$ cat src/rtl/pxs_pkg.sv
// ----------------------------------------------------------------------------
// pxs_pkg -- shared definitions for the pixel stream generator slice.
//
// Holds the 26-bit stream layout (bit-field index constants), the stream and
// coordinate types, the default 640x480 timing and a packing helper.
//
// Stream layout: R[25] G[24] B[23] X[22:13] Y[12:3] HSync[2] VSync[1] Active[0]
// ----------------------------------------------------------------------------
package pxs_pkg;

    localparam int unsigned STR_W      = 26;
    localparam int unsigned CRD_W      = 10;
    localparam int unsigned NUM_LAYERS = 3;

    localparam int unsigned R_BIT  = 25;
    localparam int unsigned G_BIT  = 24;
    localparam int unsigned B_BIT  = 23;
    localparam int unsigned X_MSB  = 22;
    localparam int unsigned X_LSB  = 13;
    localparam int unsigned Y_MSB  = 12;
    localparam int unsigned Y_LSB  = 3;
    localparam int unsigned HS_BIT = 2;
    localparam int unsigned VS_BIT = 1;
    localparam int unsigned AV_BIT = 0;

    // Default 640x480 timing: line total 800, frame total 525.
    localparam int unsigned DEF_H_ACTIVE = 640;
    localparam int unsigned DEF_H_FP     = 16;
    localparam int unsigned DEF_H_SYNC   = 96;
    localparam int unsigned DEF_H_BP     = 48;
    localparam int unsigned DEF_V_ACTIVE = 480;
    localparam int unsigned DEF_V_FP     = 10;
    localparam int unsigned DEF_V_SYNC   = 2;
    localparam int unsigned DEF_V_BP     = 33;

    typedef logic [STR_W-1:0] str_t;
    typedef logic [CRD_W-1:0] crd_t;
    typedef logic [2:0]       rgb_t;

    // Idle stream word: everything zero except both (active-low) syncs high.
    localparam str_t STR_RESET = 26'h000_0006;

    function automatic str_t pack_str(input rgb_t rgb, input crd_t x, input crd_t y,
                                      input logic hs, input logic vs, input logic av);
        str_t s;
        s                = '0;
        s[R_BIT:B_BIT]   = rgb;
        s[X_MSB:X_LSB]   = x;
        s[Y_MSB:Y_LSB]   = y;
        s[HS_BIT]        = hs;
        s[VS_BIT]        = vs;
        s[AV_BIT]        = av;
        return s;
    endfunction

endpackage

$ cat src/rtl/pxs_str_gen_if.sv
// ----------------------------------------------------------------------------
// pxs_str_gen_if -- stream bus between the generator and the layer logic.
//
// Signals:
//   coord_str_o  26  coordinate stream to layer logic (RGB field 000)
//   layer_req_i   3  per-layer "pixel owned" request, bit 0 highest priority
//   layer_rgb_i   9  layer colours, bits [3k+2:3k] = R,G,B of layer k
//   bg_rgb_i      3  background colour
//   str_o        26  composited output stream
//   frame_start   1  one-clk pulse with the first pixel of a frame on coord_str_o
//
// Modports: master = generator side, slave = layer logic / stream consumer.
// ----------------------------------------------------------------------------
interface pxs_str_gen_if;
    import pxs_pkg::*;

    str_t       coord_str_o;
    logic [2:0] layer_req_i;
    logic [8:0] layer_rgb_i;
    rgb_t       bg_rgb_i;
    str_t       str_o;
    logic       frame_start;

    modport master (
        output coord_str_o,
        output str_o,
        output frame_start,
        input  layer_req_i,
        input  layer_rgb_i,
        input  bg_rgb_i
    );

    modport slave (
        input  coord_str_o,
        input  str_o,
        input  frame_start,
        output layer_req_i,
        output layer_rgb_i,
        output bg_rgb_i
    );

endinterface

$ cat src/rtl/pxs_layer_arb.sv
// ----------------------------------------------------------------------------
// pxs_layer_arb -- combinational layer priority mux with active-video blanking.
//
// Ports:
//   active     in   1  Active bit of the coordinate stream
//   layer_req  in   3  per-layer request, bit 0 highest priority
//   layer_rgb  in   9  layer colours, bits [3k+2:3k] for layer k
//   bg_rgb     in   3  background colour used when no layer requests
//   rgb        out  3  selected colour, 000 outside active video
// ----------------------------------------------------------------------------
module pxs_layer_arb
    import pxs_pkg::*;
(
    input  logic                    active,
    input  logic [NUM_LAYERS-1:0]   layer_req,
    input  logic [3*NUM_LAYERS-1:0] layer_rgb,
    input  rgb_t                    bg_rgb,
    output rgb_t                    rgb
);

    always_comb begin
        rgb = bg_rgb;
        // Walk from the lowest priority layer up so the lowest index wins.
        for (int unsigned k = NUM_LAYERS; k > 0; k--) begin
            if (layer_req[k-1]) begin
                rgb = layer_rgb[3*(k-1) +: 3];
            end
        end
        if (!active) begin
            rgb = '0;
        end
    end

endmodule

$ cat src/rtl/pxs_str_gen.sv
// ----------------------------------------------------------------------------
// pxs_str_gen -- pixel stream generator with layer compositing.
//
// Counts hc/vc over the full line/frame, emits a registered coordinate stream
// to the layer logic, then registers the composited stream one enabled cycle
// later (hc/vc -> str_o latency 2 enabled cycles). All state advances only on
// clock edges with pix_en=1. Reset is synchronous, active-high, overrides
// pix_en and abandons the current frame.
//
// Ports:
//   clk        in   1  system clock
//   reset      in   1  synchronous active-high reset
//   pix_en     in   1  pixel enable
//   bus        master modport of pxs_str_gen_if (streams, layer inputs,
//                    frame_start)
//   frame_cnt  out  8  frames started, wraps 255->0; exists only when the
//                    macro PXS_FRAME_CNT_EN is defined
// ----------------------------------------------------------------------------
module pxs_str_gen
    import pxs_pkg::*;
#(
    parameter int unsigned H_ACTIVE = DEF_H_ACTIVE,
    parameter int unsigned H_FP     = DEF_H_FP,
    parameter int unsigned H_SYNC   = DEF_H_SYNC,
    parameter int unsigned H_BP     = DEF_H_BP,
    parameter int unsigned V_ACTIVE = DEF_V_ACTIVE,
    parameter int unsigned V_FP     = DEF_V_FP,
    parameter int unsigned V_SYNC   = DEF_V_SYNC,
    parameter int unsigned V_BP     = DEF_V_BP
)(
    input  logic          clk,
    input  logic          reset,
    input  logic          pix_en,
    pxs_str_gen_if.master bus
`ifdef PXS_FRAME_CNT_EN
    ,
    output logic [7:0]    frame_cnt
`endif
);

    localparam int unsigned H_TOTAL = H_ACTIVE + H_FP + H_SYNC + H_BP;
    localparam int unsigned V_TOTAL = V_ACTIVE + V_FP + V_SYNC + V_BP;

    localparam crd_t H_LAST     = crd_t'(H_TOTAL - 1);
    localparam crd_t V_LAST     = crd_t'(V_TOTAL - 1);
    localparam crd_t H_ACT_END  = crd_t'(H_ACTIVE);
    localparam crd_t V_ACT_END  = crd_t'(V_ACTIVE);
    localparam crd_t HS_FIRST   = crd_t'(H_ACTIVE + H_FP);
    localparam crd_t HS_LAST    = crd_t'(H_ACTIVE + H_FP + H_SYNC - 1);
    localparam crd_t VS_FIRST   = crd_t'(V_ACTIVE + V_FP);
    localparam crd_t VS_LAST    = crd_t'(V_ACTIVE + V_FP + V_SYNC - 1);

    crd_t hc;
    crd_t vc;
    str_t coord_q;
    str_t str_q;
    logic frame_start_q;

    logic hs_n;
    logic vs_n;
    logic active;
    logic first_pix;
    rgb_t arb_rgb;

    // Sync decode from the live counters; it is registered into coord_q.
    always_comb begin
        hs_n      = !((hc >= HS_FIRST) && (hc <= HS_LAST));
        vs_n      = !((vc >= VS_FIRST) && (vc <= VS_LAST));
        active    = (hc < H_ACT_END) && (vc < V_ACT_END);
        first_pix = pix_en && (hc == '0) && (vc == '0);
    end

    always_ff @(posedge clk) begin
        if (reset) begin
            hc            <= '0;
            vc            <= '0;
            coord_q       <= STR_RESET;
            str_q         <= STR_RESET;
            frame_start_q <= 1'b0;
        end else begin
            // Pulse only on the enabled edge that loads X=0,Y=0.
            frame_start_q <= first_pix;
            if (pix_en) begin
                if (hc == H_LAST) begin
                    hc <= '0;
                    vc <= (vc == V_LAST) ? '0 : vc + 1'b1;
                end else begin
                    hc <= hc + 1'b1;
                end
                coord_q <= pack_str('0, hc, vc, hs_n, vs_n, active);
                str_q   <= pack_str(arb_rgb,
                                    coord_q[X_MSB:X_LSB], coord_q[Y_MSB:Y_LSB],
                                    coord_q[HS_BIT], coord_q[VS_BIT], coord_q[AV_BIT]);
            end
        end
    end

`ifdef PXS_FRAME_CNT_EN
    // Advances together with the frame_start pulse it counts.
    always_ff @(posedge clk) begin
        if (reset) begin
            frame_cnt <= '0;
        end else if (first_pix) begin
            frame_cnt <= frame_cnt + 8'd1;
        end
    end
`endif

    pxs_layer_arb u_arb (
        .active    (coord_q[AV_BIT]),
        .layer_req (bus.layer_req_i),
        .layer_rgb (bus.layer_rgb_i),
        .bg_rgb    (bus.bg_rgb_i),
        .rgb       (arb_rgb)
    );

    assign bus.coord_str_o = coord_q;
    assign bus.str_o       = str_q;
    assign bus.frame_start = frame_start_q;

endmodule
$ cat src/flat_wrapper.sv
// flat-port wrapper written by rule: the top's interface ports become plain ports
module pxs_str_gen_flat import pxs_pkg::*;
#(
    parameter int unsigned H_ACTIVE = DEF_H_ACTIVE,
    parameter int unsigned H_FP     = DEF_H_FP,
    parameter int unsigned H_SYNC   = DEF_H_SYNC,
    parameter int unsigned H_BP     = DEF_H_BP,
    parameter int unsigned V_ACTIVE = DEF_V_ACTIVE,
    parameter int unsigned V_FP     = DEF_V_FP,
    parameter int unsigned V_SYNC   = DEF_V_SYNC,
    parameter int unsigned V_BP     = DEF_V_BP
)
  (clk, reset, pix_en, bus_coord_str_o, bus_str_o, bus_frame_start, bus_layer_req_i, bus_layer_rgb_i, bus_bg_rgb_i);
  pxs_str_gen_if bus_i ();
  input  logic clk;
  input  logic reset;
  input  logic pix_en;
  output wire logic [$bits(bus_i.coord_str_o)-1:0] bus_coord_str_o;
  output wire logic [$bits(bus_i.str_o)-1:0] bus_str_o;
  output wire logic [$bits(bus_i.frame_start)-1:0] bus_frame_start;
  input wire logic [$bits(bus_i.layer_req_i)-1:0] bus_layer_req_i;
  input wire logic [$bits(bus_i.layer_rgb_i)-1:0] bus_layer_rgb_i;
  input wire logic [$bits(bus_i.bg_rgb_i)-1:0] bus_bg_rgb_i;
  assign bus_coord_str_o = bus_i.coord_str_o;
  assign bus_str_o = bus_i.str_o;
  assign bus_frame_start = bus_i.frame_start;
  assign bus_i.layer_req_i = bus_layer_req_i;
  assign bus_i.layer_rgb_i = bus_layer_rgb_i;
  assign bus_i.bg_rgb_i = bus_bg_rgb_i;
  pxs_str_gen #(.H_ACTIVE(H_ACTIVE), .H_FP(H_FP), .H_SYNC(H_SYNC), .H_BP(H_BP), .V_ACTIVE(V_ACTIVE), .V_FP(V_FP), .V_SYNC(V_SYNC), .V_BP(V_BP)) u_core (.clk(clk), .reset(reset), .pix_en(pix_en), .bus(bus_i));
endmodule
$ cat config.mk
export PLATFORM = sky130hd
export DESIGN_NAME = pxs_str_gen_flat
export DESIGN_NICKNAME = d
export VERILOG_FILES = /design/src/rtl/pxs_pkg.sv /design/src/rtl/pxs_str_gen_if.sv /design/src/rtl/pxs_layer_arb.sv /design/src/rtl/pxs_str_gen.sv /design/src/flat_wrapper.sv
export SDC_FILE = /design/constraint.sdc
export NUM_CORES = 1
export LEC_CHECK = 0
export BUFFER_PORTS_ARGS = -buffer_cell sky130_fd_sc_hd__buf_2
export CAP_MARGIN = 20
export CORE_AREA = 4 4 84 86
export DETAILED_ROUTE_END_ITERATION = 10
export DIE_AREA = 0 0 88 90
export GPL_ROUTABILITY_DRIVEN = 0
export GPL_TIMING_DRIVEN = 0
export PLACE_DENSITY = 0.79
export SETUP_SLACK_MARGIN = 0.05
export SLEW_MARGIN = 20
export SYNTH_ARGS = -nofsm -noshare
export SYNTH_HDL_FRONTEND = slang
export SYNTH_SLANG_ARGS = --single-unit
$ cat constraint.sdc
create_clock -name clk -period 2.1 [get_ports clk]
set_input_delay 0.42 -clock clk [delete_from_list [all_inputs] [get_ports clk]]
set_output_delay 0.42 -clock clk [all_outputs]
set_load 0.005 [all_outputs]
* Yosys cells after proc, flatten, opt, wreduce, memory -nomap -nowiden
Cells that the tools add are included.
Widths: inputs -> output; s select.
** Word-level totals
- Bits in registers :: 70
- Output and inout bits :: 53
** Cells by class
- Add/subtract/negate cells :: 2
- Magnitude comparators :: 6
- Eq/ne operators :: 2
- Mux-type cells :: 6
- Reduce and logical (&&, ||, !) cells :: 10
** Operators with widths (count)
- $add 10x1->10 const B :: 2
- $eq 10x10->1 const B :: 2
- $logic_not 10->1 :: 2
- $mux 10 :: 2
- $mux 3 :: 4
- $ge 10x10->1 const B :: 1
- $ge 10x9->1 const B :: 1
- $le 10x10->1 const B :: 1
- $le 10x9->1 const B :: 1
- $lt 10x10->1 const B :: 1
- $lt 10x9->1 const B :: 1
- $logic_and 1x1->1 :: 5
- $logic_not 1->1 :: 2
- $reduce_and 2->1 :: 1

* Logic depth before layout (Yosys ltp)
Gate-level depths: netlist of the first run.
- Word-level depth :: 4
- Depth in mapped cells :: 6
- Depth with buffers taken out :: 6

* By module
From an unflattened synthesis of the first run, not the netlist that was laid out.
** Second synthesis, totals
- Cell total of the unflattened synthesis :: 320
- Area total of the unflattened synthesis :: 3016.6 µm²
** By module, submodules not included
- pxs_str_gen :: times used 1, cells an instance 307, area an instance 2914.0 µm², sequential area each 1401.3 µm²
- pxs_layer_arb :: times used 1, cells an instance 13, area an instance 102.6 µm², sequential area each 0.0 µm²

* Worst setup path before layout of the first run
Ideal clock, no wire load.
- Kind :: reg2reg
- Start point :: reg u_core.hc[0]
- End point :: reg u_core.vc[9]
- Setup time :: 0.071 ns
- Arrival time :: 1.745 ns
- Data required time :: 2.029 ns
- Path slack :: 0.285 ns
- Stages on the path, launching flop included :: 6
- Path buffers :: 0
- Period minus slack after synthesis :: 1.815 ns
- Cell sequence :: dfxtp_1 > ha_1 > nand4_1 > or4_4 > or4_1 > a21oi_1
** On the way
- Cells in the longest elaborated chain, start to end :: 2
** RTL lines
- start: declaration :: line pxs_str_gen.sv:53 : crd_t hc;
- start signal: assignment :: line pxs_str_gen.sv:88 : hc <= hc + 1'b1;
- $eq 10x10->1 :: line pxs_str_gen.sv:84 : if (hc == H_LAST) begin
- $reduce_and 2->1 (no line)
- end signal: assignment :: line pxs_str_gen.sv:86 : vc <= (vc == V_LAST) ? '0 : vc + 1'b1;
- end: declaration :: line pxs_str_gen.sv:54 : crd_t vc;
No other way between the ends.
A chain may end at the register's enable or synchronous reset.

* Worst setup path in the final report of the first run
- Start point :: reg u_core.hc[1]
- End point :: reg u_core.vc[8]
The elaborated chain is that of the path after synthesis.

==> results of run 1 <==
-- synth_stat cells (all sizes together) --
cell type and count:
dfxtp 70, nor2 47, mux2i 44, nand2 14, a21oi 13, clkbuf 13, buf 12, o21ai 10
nand3 9, nand2b 7, nor3 7, xor2 7, inv 5, nand4b 5, ha 4, nand4 4
nor4 4, or4 4, a22o 3, and3 3, mux2 3, nor2b 3, o31ai 3, or3 3
a211o 2, a311oi 2, and2 2, and4 2, or2 2, a21boi 1, a21o 1, a2bb2oi 1
a31oi 1, a41oi 1, and3b 1, conb 1, o22ai 1, o32ai 1, or3b 1, or4b 1
xnor2 1
-- routing by layer --
metal / vias up / share of wire
met3: 8 / 0.077
met5: - / 0
met2: 88 / 0.47
met4: 0 / 0.015
li1: 1285 / -
met1: 1252 / 0.44
-- sequential cells by signal, indices dropped and copies added, names as in the netlist --
name                    cells
u_core.bus.coord_str_o     23
u_core.bus.frame_start      1
u_core.hc                  10
u_core.vc                  10
u_core.bus.str_o           26
-- metrics by stage --
step | cell area [sq um] | total power (uW)
after global placement | 3485 | 1526
after detailed placement | 3485 | 1530
after CTS | 3669 | 2487
final | 3735 | 2465
after floorplan | 3058 | 1475
after global routing | 3735 | 2587
-- report_power, final --
group / internal (uW) / switching (uW) / total [uW]
logic: 72.5 / 87.0 / 159
clock network: 429 / 530 / 959
registers: 1340 / 8.63 / 1350
total: 1840 / 626 / 2460
-- logic make-up (layout without fill, tap and decap cells) --
family,count (synthesis),after routing,synth area share
simple gates,119,119,0.2063
flops,70,70,0.4594
mux,47,47,0.1555
compound gates,40,40,0.08286
buf+inv,30,115,0.05537
xor+xnor,8,8,0.02297
fa+ha+maj,4,4,0.01641
other cells,1,3,0.001229
-- worst max path at each step --
stage | slack, ns | from | end | depth (start not counted)
3_3_place_gp | -0.06 | u_core.hc[0]$_SDFFE_PP0P_ | u_core.vc[0]$_SDFFE_PP0P_ | 5
5_1_grt | -0.02 | u_core.hc[1]$_SDFFE_PP0P_ | u_core.vc[8]$_SDFFE_PP0P_ | 5
6_report | 0.06 | u_core.hc[1]$_SDFFE_PP0P_ | u_core.vc[8]$_SDFFE_PP0P_ | 5
2_1_floorplan | 0.28 | u_core.hc[0]$_SDFFE_PP0P_ | u_core.vc[9]$_SDFFE_PP0P_ | 5
4_1_cts | 0.06 | u_core.hc[0]$_SDFFE_PP0P_ | u_core.vc[6]$_SDFFE_PP0P_ | 5
3_5_place_dp | -0.12 | u_core.hc[1]$_SDFFE_PP0P_ | u_core.vc[0]$_SDFFE_PP0P_ | 5
-- what timing repair did --
item	4_1_cts	5_1_grt
pin swaps	0	6
setup endpoints to repair	4	9
resized for setup	4	10
hold endpoints to repair	0	0
buffers inserted	0	3
-- final cells by class --
| type | count | area [sq um] |
|---|---|---|
| fillers | 568 | 2542 |
| multi-input cells | 221 | 1533 |
| flip-flops and latches | 70 | 1410 |
| repair buffers | 69 | 352.8 |
| plain buffers | 25 | 150.1 |
| clock buffers | 9 | 123.9 |
| well taps | 77 | 96.34 |
| clock inverters | 7 | 50.05 |
| inverters | 5 | 18.77 |
-- layout by cell type, fill, tap and decap left out, drive strengths merged, types with 2 or more instances in the layout --
cell type  netlist  layout
a211o            2       2
a21oi           13      13
a22o             3       3
a311oi           2       2
and2             2       2
and3             3       3
and4             2       2
buf             12      81
clkbuf          13      22
clkinv           0       3
clkinvlp         0       3
conb             1       3
dfxtp           70      70
ha               4       4
inv              5       6
mux2             3       3
mux2i           44      44
nand2           14      14
nand2b           7       7
nand3            9       9
nand4            4       4
nand4b           5       5
nor2            47      47
nor2b            3       3
nor3             7       7
nor4             4       4
o21ai           10      10
o31ai            3       3
or2              2       2
or3              3       3
or4              4       4
xor2             7       7
-- critical path, cell delays in order, from the launching register on --
cell and delay (ns):
dfxtp_4 0.37, ha_4 0.15, nand4_1 0.20, or4_4 0.64
or4_4 0.50, a21oi_2 0.12
==> flow_summary.ini, run 1 <==
[global_routing]
grt_use_met3 = 0.04936
grt_max_degree = 14
top_usage_layer = met2
antenna_found_initial = 0
grt.met1_usage = 0.2363
met2_usage = 0.2933
grt_overflow_total = 0
grt_pass1_vias = 2488
grt_pass1_wl_mm = 11.69
grt_use_total = 0.1873

[sta]
worstMarginPinSlew_ns = 0.8108
fmax_ghz = 0.4901
relSlewSlack = 0.4594
setup_tns_ns = 0
hold_violations = 0
holdWs_ns = 0.3750
fin_crit_ns = 2.040
setup_violations = 0
drv_slew = 0
post-route-period-util = 0.9715
finClkSkew_ns = 0.006902
rsz0062_at_grt = yes
final.setup.worst_slack_ns = 0.05978

[pwr]
power.leakage_uw = 0.001716
worst_ir_drop_vdd_v = 0.0005530
power_density_mw_per_mm2 = 660.0

[cts]
cts_tree = built
cts_buffer_depth = 2
clock_sinks = 70
clockRootBuffer = clkbuf_8
path_clk_slew_ns = 0.08
numCtsBuffers = 9
hold_buffers = 0
htreeDepth = 3
clkLatencyLatePin_ns = 0.35

[logic_synthesis]
yosysTopAreaCell = dfxtp_1
yosysTopAreaCellShare = 0.4594
yosys_warnings = 0
ys_ff_latch = 70
synth_area_leaders = dfxtp_1 46%, mux2i_1 14%, nor2_1 5.8%
syn_area_per_cell_sq_um = 9.562
yosysUniqueCellTypes = 52
syn_area_sq_mm = 0.003050
yosysSeqAreaShare = 0.4594
syn_inst = 319

[detailed_routing]
wire_per_inst_microns = 15.09
drt_pass1_iterations = 4
postRouteAntennaNets = 0
drt_wl_total_mm = 7.289
via_per_inst = 5.451
dr_total_vias = 2633
drc = 0
drt-initial-drc-count = 211

[place]
dp_slack_ns = -0.1234
placed_cells = 464
portBuffers = 66
hpwl_mm = 5.098

[critical_path]
required_ns = 2.40
r2r_cells = 5
r2r_start = u_core.hc[1]$_SDFFE_PP0P_
r2r_slack_ns = 0.06
cp-start-kind = flip-flop
r2r_end = u_core.vc[8]$_SDFFE_PP0P_
worstPathMaxFanout = 6
cp.arrival_ns = 2.34
crit_type = flip-flop to flip-flop
endpoint_kind = flip-flop

[die]
die-area_sq_mm = 0.007920
rows = 29
coreArea_sq_mm = 0.006277
fp.dieW_microns = 88
fp.dieH_microns = 90
io-pin-count = 71
start_util = 0.4859

[finish]
final_layout_size_suffix_gt1_frac = 0.3005
final_util = 0.5950
syn_to_final_growth_pct = 22.44
nets = 423
fin_cells = 483
antennaDiodeCount = 0

[outcome]
status = finished clean

[hold_path]
min_to = u_core.bus.frame_start$_SDFF_PP0_
holdCritPathClass = input pin to flip-flop
hp-start = reset
min_path_cells = 3

[flow_run]
maxCapViolCount = 0
No activity file was read; power rests on OpenSTA's default activity.
==> inputs of run 2 (changes only) <==
--- a/config.mk
+++ b/config.mk
@@ -7,12 +7,12 @@
 export LEC_CHECK = 0
 export BUFFER_PORTS_ARGS = -buffer_cell sky130_fd_sc_hd__buf_2
 export CAP_MARGIN = 20
-export CORE_AREA = 4 4 84 86
+export CORE_AREA = 4 4 69 103
 export DETAILED_ROUTE_END_ITERATION = 10
-export DIE_AREA = 0 0 88 90
+export DIE_AREA = 0 0 73 107
 export GPL_ROUTABILITY_DRIVEN = 0
 export GPL_TIMING_DRIVEN = 0
-export PLACE_DENSITY = 0.79
+export PLACE_DENSITY = 0.8
 export SETUP_SLACK_MARGIN = 0.05
 export SLEW_MARGIN = 20
 export SYNTH_ARGS = -nofsm -noshare
==> run 2 against run 1 <==
Against the previous run: first-iteration DRC count down 38%; utilization up 0.54 points; final cell count down 1.2%; combinational power down 6%; cell area down 0.74%; setup slack better by 0.023 ns; register-to-register slack better by 0.02 ns; sequential share of layout area up 0.25 points; critical endpoint unchanged; largest cell class unchanged; highest routed layer unchanged.
==> flow_summary.ini, run 2 (same netlist as run 1, synthesis figures left out) <==
[outcome]
status = finished clean

[critical_path]
worstPathMaxFanout = 6
r2r_slack_ns = 0.08
required_ns = 2.39
r2r_end = u_core.vc[8]$_SDFFE_PP0P_
slowest_delay_ns = 0.63
critPathMostFrequentCell = or4_4
r2r_cells = 5
cp-start-kind = flip-flop
critical_path.slowest_cell = or4_4
endpoint_kind = flip-flop
cp_top_family = simple AND/OR/NAND/NOR gates
crit_type = flip-flop to flip-flop
cp.arrival_ns = 2.31
crit_buf_inv = 0
cp_cell_sequence = ha_4, nand4_1, or4_4, or4_4, a21oi_2
r2r_start = u_core.hc[0]$_SDFFE_PP0P_

[pwr]
p_total_uw = 2462
sw_frac_of_total = 0.2513
power_density_mw_per_mm2 = 664.0
clkPwrFrac = 0.392
combPwrFrac = 0.061
p_seq_frac = 0.547
power.leakage_uw = 0.001701
worst_ir_drop_vdd_v = 0.0005863
internal_power_uw = 1843
p_switching_uw = 618.7

[detailed_routing]
drt_pass1_iterations = 4
drc = 0
dr_total_vias = 2544
wire_per_inst_microns = 14.33
via_per_inst = 5.333
postRouteAntennaNets = 0
drt-initial-drc-count = 131
drt_wl_total_mm = 6.837

[finish]
fin_cells = 477
antennaDiodeCount = 0
syn_to_final_growth_pct = 21.53
final_cell_mix = 68 x dfxtp_1, 67 x buf_2, 47 x nor2_1, 44 x mux2i_1, 14 x nand2_1
nets = 420
layout_commonest_cell = dfxtp_1
final_layout_size_suffix_gt1_frac = 0.2903
n_fill_cell = 533
largest_reg_flops = 26

[die]
coreArea_sq_mm = 0.006175
rows = 35
die-area_sq_mm = 0.007811
start_util = 0.4940
fp.dieW_microns = 73
io-pin-count = 71
fp.dieH_microns = 107

[sta]
rsz0062_at_grt = yes
worstMarginPinSlew_ns = 0.7409
post-route-period-util = 0.9604
finClkSkew_ns = 0.01017
relSlewSlack = 0.5060
drv_slew = 0
hold_violations = 0
setup_violations = 0
fmax_ghz = 0.4958
fin_crit_ns = 2.017
final.setup.worst_slack_ns = 0.08311

[hold_path]
holdCritPathClass = input pin to flip-flop
min_path_cells = 3
hp-start = reset
min_to = u_core.bus.frame_start$_SDFF_PP0_

[cts]
hold_buffers = 0
clock_sinks = 70
cts_tree = built
post_cts_buffers = 0
path_clk_slew_ns = 0.07
htreeDepth = 3
cts_buffer_depth = 2
numCtsBuffers = 9
clkLatencyLatePin_ns = 0.35
clockRootBuffer = clkbuf_8

[place]
dp_slack_ns = -0.1259
placed_cells = 461
hpwl_mm = 4.999
portBuffers = 66

[global_routing]
antenna_found_initial = 0
grt_max_degree = 14
grt_pass1_vias = 2493
grt_overflow_total = 0
grt_pass1_wl_mm = 11.60
grt_use_total = 0.1887

[flow_run]
maxCapViolCount = 0
run 2: per-layer routing:
| metal | wire (microns) | up-vias | part of all wire | GRT usage |
|---|---|---|---|---|
| met2 | 3377 | 90 | 0.49 | 0.3092 |
| met3 | 459 | 12 | 0.067 | 0.04597 |
| met5 | 0 | - | 0 | 0 |
| li1 | - | 1272 | - | - |
| met1 | 2855 | 1170 | 0.42 | 0.2276 |
| met4 | 145 | 0 | 0.021 | 0.08707 |
run 2: power groups by stage:
stage	clock, uW	combinational, uW	sequential (uW)
after floorplan	0	98.0	1380
after global placement	0	147	1380
after detailed placement	0	150	1380
after CTS	983	151	1350
after global routing	1060	165	1350
final	964	150	1350
run 2: cell type report:
type | count | area (sq um) | area share
multi-input combinational | 221 | 1533 | 0.4134
sequential | 70 | 1409 | 0.3800
timing repair buffer | 66 | 330.3 | 0.08910
buffer | 25 | 150.1 | 0.04050
clock buffer | 10 | 127.6 | 0.03442
tap | 74 | 92.59 | 0.02497
clock inverter | 6 | 46.29 | 0.01249
inverter | 5 | 18.77 | 0.005062
run 2: worst reg2reg max path, delay by kind of cell (launching register included):
family / cells / cell delay, ns
AND/OR/NAND/NOR: 3 / 1.31
AO/OA/AOI/OAI: 1 / 0.12
flip-flops: 1 / 0.38
adder cells (fa/ha/maj): 1 / 0.15
run 2: worst max-delay path by stage:
stage	from	end	slack, ns	cells after the start
floorplan	u_core.hc[0]$_SDFFE_PP0P_	u_core.vc[9]$_SDFFE_PP0P_	0.28	5
global placement	u_core.hc[1]$_SDFFE_PP0P_	u_core.vc[0]$_SDFFE_PP0P_	-0.04	5
detailed placement	u_core.hc[1]$_SDFFE_PP0P_	u_core.vc[0]$_SDFFE_PP0P_	-0.13	5
CTS	u_core.hc[1]$_SDFFE_PP0P_	u_core.vc[8]$_SDFFE_PP0P_	0.05	5
global route	u_core.hc[0]$_SDFFE_PP0P_	u_core.vc[8]$_SDFFE_PP0P_	0.02	5
finish	u_core.hc[0]$_SDFFE_PP0P_	u_core.vc[8]$_SDFFE_PP0P_	0.08	5
run 2: timing repair:
item / CTS / global route
cloned: 0 / 0
hold endpoints to repair: 0 / 0
pin swaps: 0 / 5
resized for setup: 3 / 10
setup endpoints to repair: 3 / 6
run 2: metrics by stage:
stage / area [sq um] / setup TNS (ns) / util / hold WS (ns)
2_1_floorplan: 3058 / 0 / - / 0.4639
3_3_place_gp: 3481 / -0.04620 / 0.5637 / 0.4573
3_5_place_dp: 3481 / -0.2054 / 0.5637 / 0.4635
4_1_cts: 3672 / 0 / 0.5947 / 0.3723
5_1_grt: 3707 / 0 / 0.6004 / 0.3931
6_report: 3707 / 0 / 0.6004 / 0.3906
==> inputs of run 3 (changes only) <==
--- a/config.mk
+++ b/config.mk
@@ -12,7 +12,7 @@
 export DIE_AREA = 0 0 73 107
 export GPL_ROUTABILITY_DRIVEN = 0
 export GPL_TIMING_DRIVEN = 0
-export PLACE_DENSITY = 0.8
+export PLACE_DENSITY_LB_ADDON = 0.3
 export SETUP_SLACK_MARGIN = 0.05
 export SLEW_MARGIN = 20
 export SYNTH_ARGS = -nofsm -noshare
==> run 3 against run 2 <==
Against the previous run: sequential cell count did not move; largest power group unchanged; hold slack barely moved; count of clock-buffer cells in the layout fell by 1; first-iteration DRC count fell by 6.9%; final cell count rose by 0.84%; non-clock buffer count rose by 4; global-route usage fell by 0.42 points; sequential share of layout area fell by 0.27 points; clock skew fell by 0.0035 ns; routed wire length rose by 2.3%; die area did not move; critical path type unchanged; clock power fell by 1%.
==> flow_summary.ini, run 3 (same netlist as run 1, synthesis figures left out) <==
[sta]
fmax_ghz = 0.4867
worstMarginPinSlew_ns = 0.7766
final.setup.worst_slack_ns = 0.04518
hold_violations = 0
finClkSkew_ns = 0.006695
setup_violations = 0
relSlewSlack = 0.4823
drv_slew = 0
fin_crit_ns = 2.055
post-route-period-util = 0.9785

[detailed_routing]
dr_total_vias = 2545
via_per_inst = 5.291
drt_wl_total_mm = 6.997
drt_pass1_iterations = 4
postRouteAntennaNets = 0
drt-initial-drc-count = 122
wire_per_inst_microns = 14.55
drc = 0

[die]
die-area_sq_mm = 0.007811
start_util = 0.4940
fp.dieH_microns = 107
coreArea_sq_mm = 0.006175
fp.dieW_microns = 73
rows = 35
io-pin-count = 71

[place]
portBuffers = 66
dp_slack_ns = -0.3037
hpwl_mm = 5.032

[pwr]
power_density_mw_per_mm2 = 656.7
clkPwrFrac = 0.388
combPwrFrac = 0.063
p_seq_frac = 0.548
p_total_uw = 2454
worst_ir_drop_vdd_v = 0.0004490
sw_frac_of_total = 0.2510
internal_power_uw = 1838
p_switching_uw = 615.9
power.leakage_uw = 0.001717

[critical_path]
crit_type = flip-flop to flip-flop
required_ns = 2.37
cp.arrival_ns = 2.33
cp-start-kind = flip-flop
endpoint_kind = flip-flop
r2r_cells = 5
worstPathMaxFanout = 6

[global_routing]
grt_max_degree = 14
grt_pass1_vias = 2395
grt_use_total = 0.1845
antenna_found_initial = 0
grt_overflow_total = 0
grt_pass1_wl_mm = 11.23

[finish]
final_layout_size_suffix_gt1_frac = 0.2973
final_cell_mix = 67 x buf_2, 67 x dfxtp_1, 47 x nor2_1, 44 x mux2i_1, 14 x nand2_1
largest_reg_flops = 26
syn_to_final_growth_pct = 22.52
antennaDiodeCount = 0
nets = 424

[cts]
clkLatencyLatePin_ns = 0.35
htreeDepth = 3
cts_tree = built
cts_buffer_depth = 2
path_clk_slew_ns = 0.08
clockRootBuffer = clkbuf_8
clock_sinks = 70
numCtsBuffers = 9

[flow_run]
maxCapViolCount = 0

[hold_path]
holdCritPathClass = input pin to flip-flop
min_path_cells = 3

[outcome]
status = finished clean
[run 3: critical path, stage by stage (launching register included)]
cell and delay (ns):
dfxtp_4 0.37, ha_4 0.15, nand4_1 0.15, or4_4 0.62, or4_1 0.52, a21oi_1 0.16
[run 3: power groups by stage]
stage	clock [uW]	combinational, uW	sequential, uW
floorplan	0	98.0	1380
finish	953	156	1350
global route	1040	170	1350
global placement	0	148	1380
CTS	976	152	1350
detailed placement	0	151	1380
[run 3: what timing repair did]
| action | CTS | global route |
|---|---|---|
| buffers inserted | 1 | 3 |
| hold buffers | 0 | 0 |
| pin swaps | 1 | 3 |
| resized for setup | 4 | 9 |
| endpoints found under the setup margin | 6 | 8 |
[run 3: final timing paths]
path / startpoint / slack [ns] / endpoint
max: u_core.hc[0]$_SDFFE_PP0P_ / 0.05 / u_core.vc[9]$_SDFFE_PP0P_
min: reset / 0.39 / u_core.bus.frame_start$_SDFF_PP0_
max reg2reg: u_core.hc[0]$_SDFFE_PP0P_ / 0.05 / u_core.vc[9]$_SDFFE_PP0P_
min reg2reg: u_core.bus.str_o[0]$_SDFFE_PP0P_ / 0.47 / u_core.bus.str_o[0]$_SDFFE_PP0P_
[run 3: cell type report]
class                      instances  area [sq um]
tap                               74         92.59
sequential                        70          1410
multi-input combinational        221          1531
fill                             559          2437
inverter                           5         18.77
buffer                            25         150.1
timing repair buffer              70         360.3
clock inverter                     7         50.05
clock buffer                       9         123.9
[run 3: through the flow]
| step | utilization | std cells | setup TNS (ns) | cell area [sq um] | hold slack, ns |
|---|---|---|---|---|---|
| finish | 0.6053 | 481 | 0 | 3737 | 0.3907 |
| global route | 0.6053 | 481 | -0.009374 | 3737 | 0.3937 |
| CTS | 0.5955 | 478 | 0 | 3677 | 0.3784 |
| detailed placement | 0.5637 | 461 | -0.5783 | 3481 | 0.4625 |
| global placement | 0.5637 | 461 | -0.2348 | 3481 | 0.4594 |
| floorplan | - | 321 | 0 | 3058 | 0.4639 |
[run 3: layer usage]
layer	part of all wire	up-vias	global-route usage	routed length, microns
met5	0	-	0	0
met1	0.42	1176	0.2246	2943
met4	0.019	0	0.1042	134
li1	-	1278	-	-
met3	0.058	12	0.03752	403
met2	0.50	79	0.2958	3516
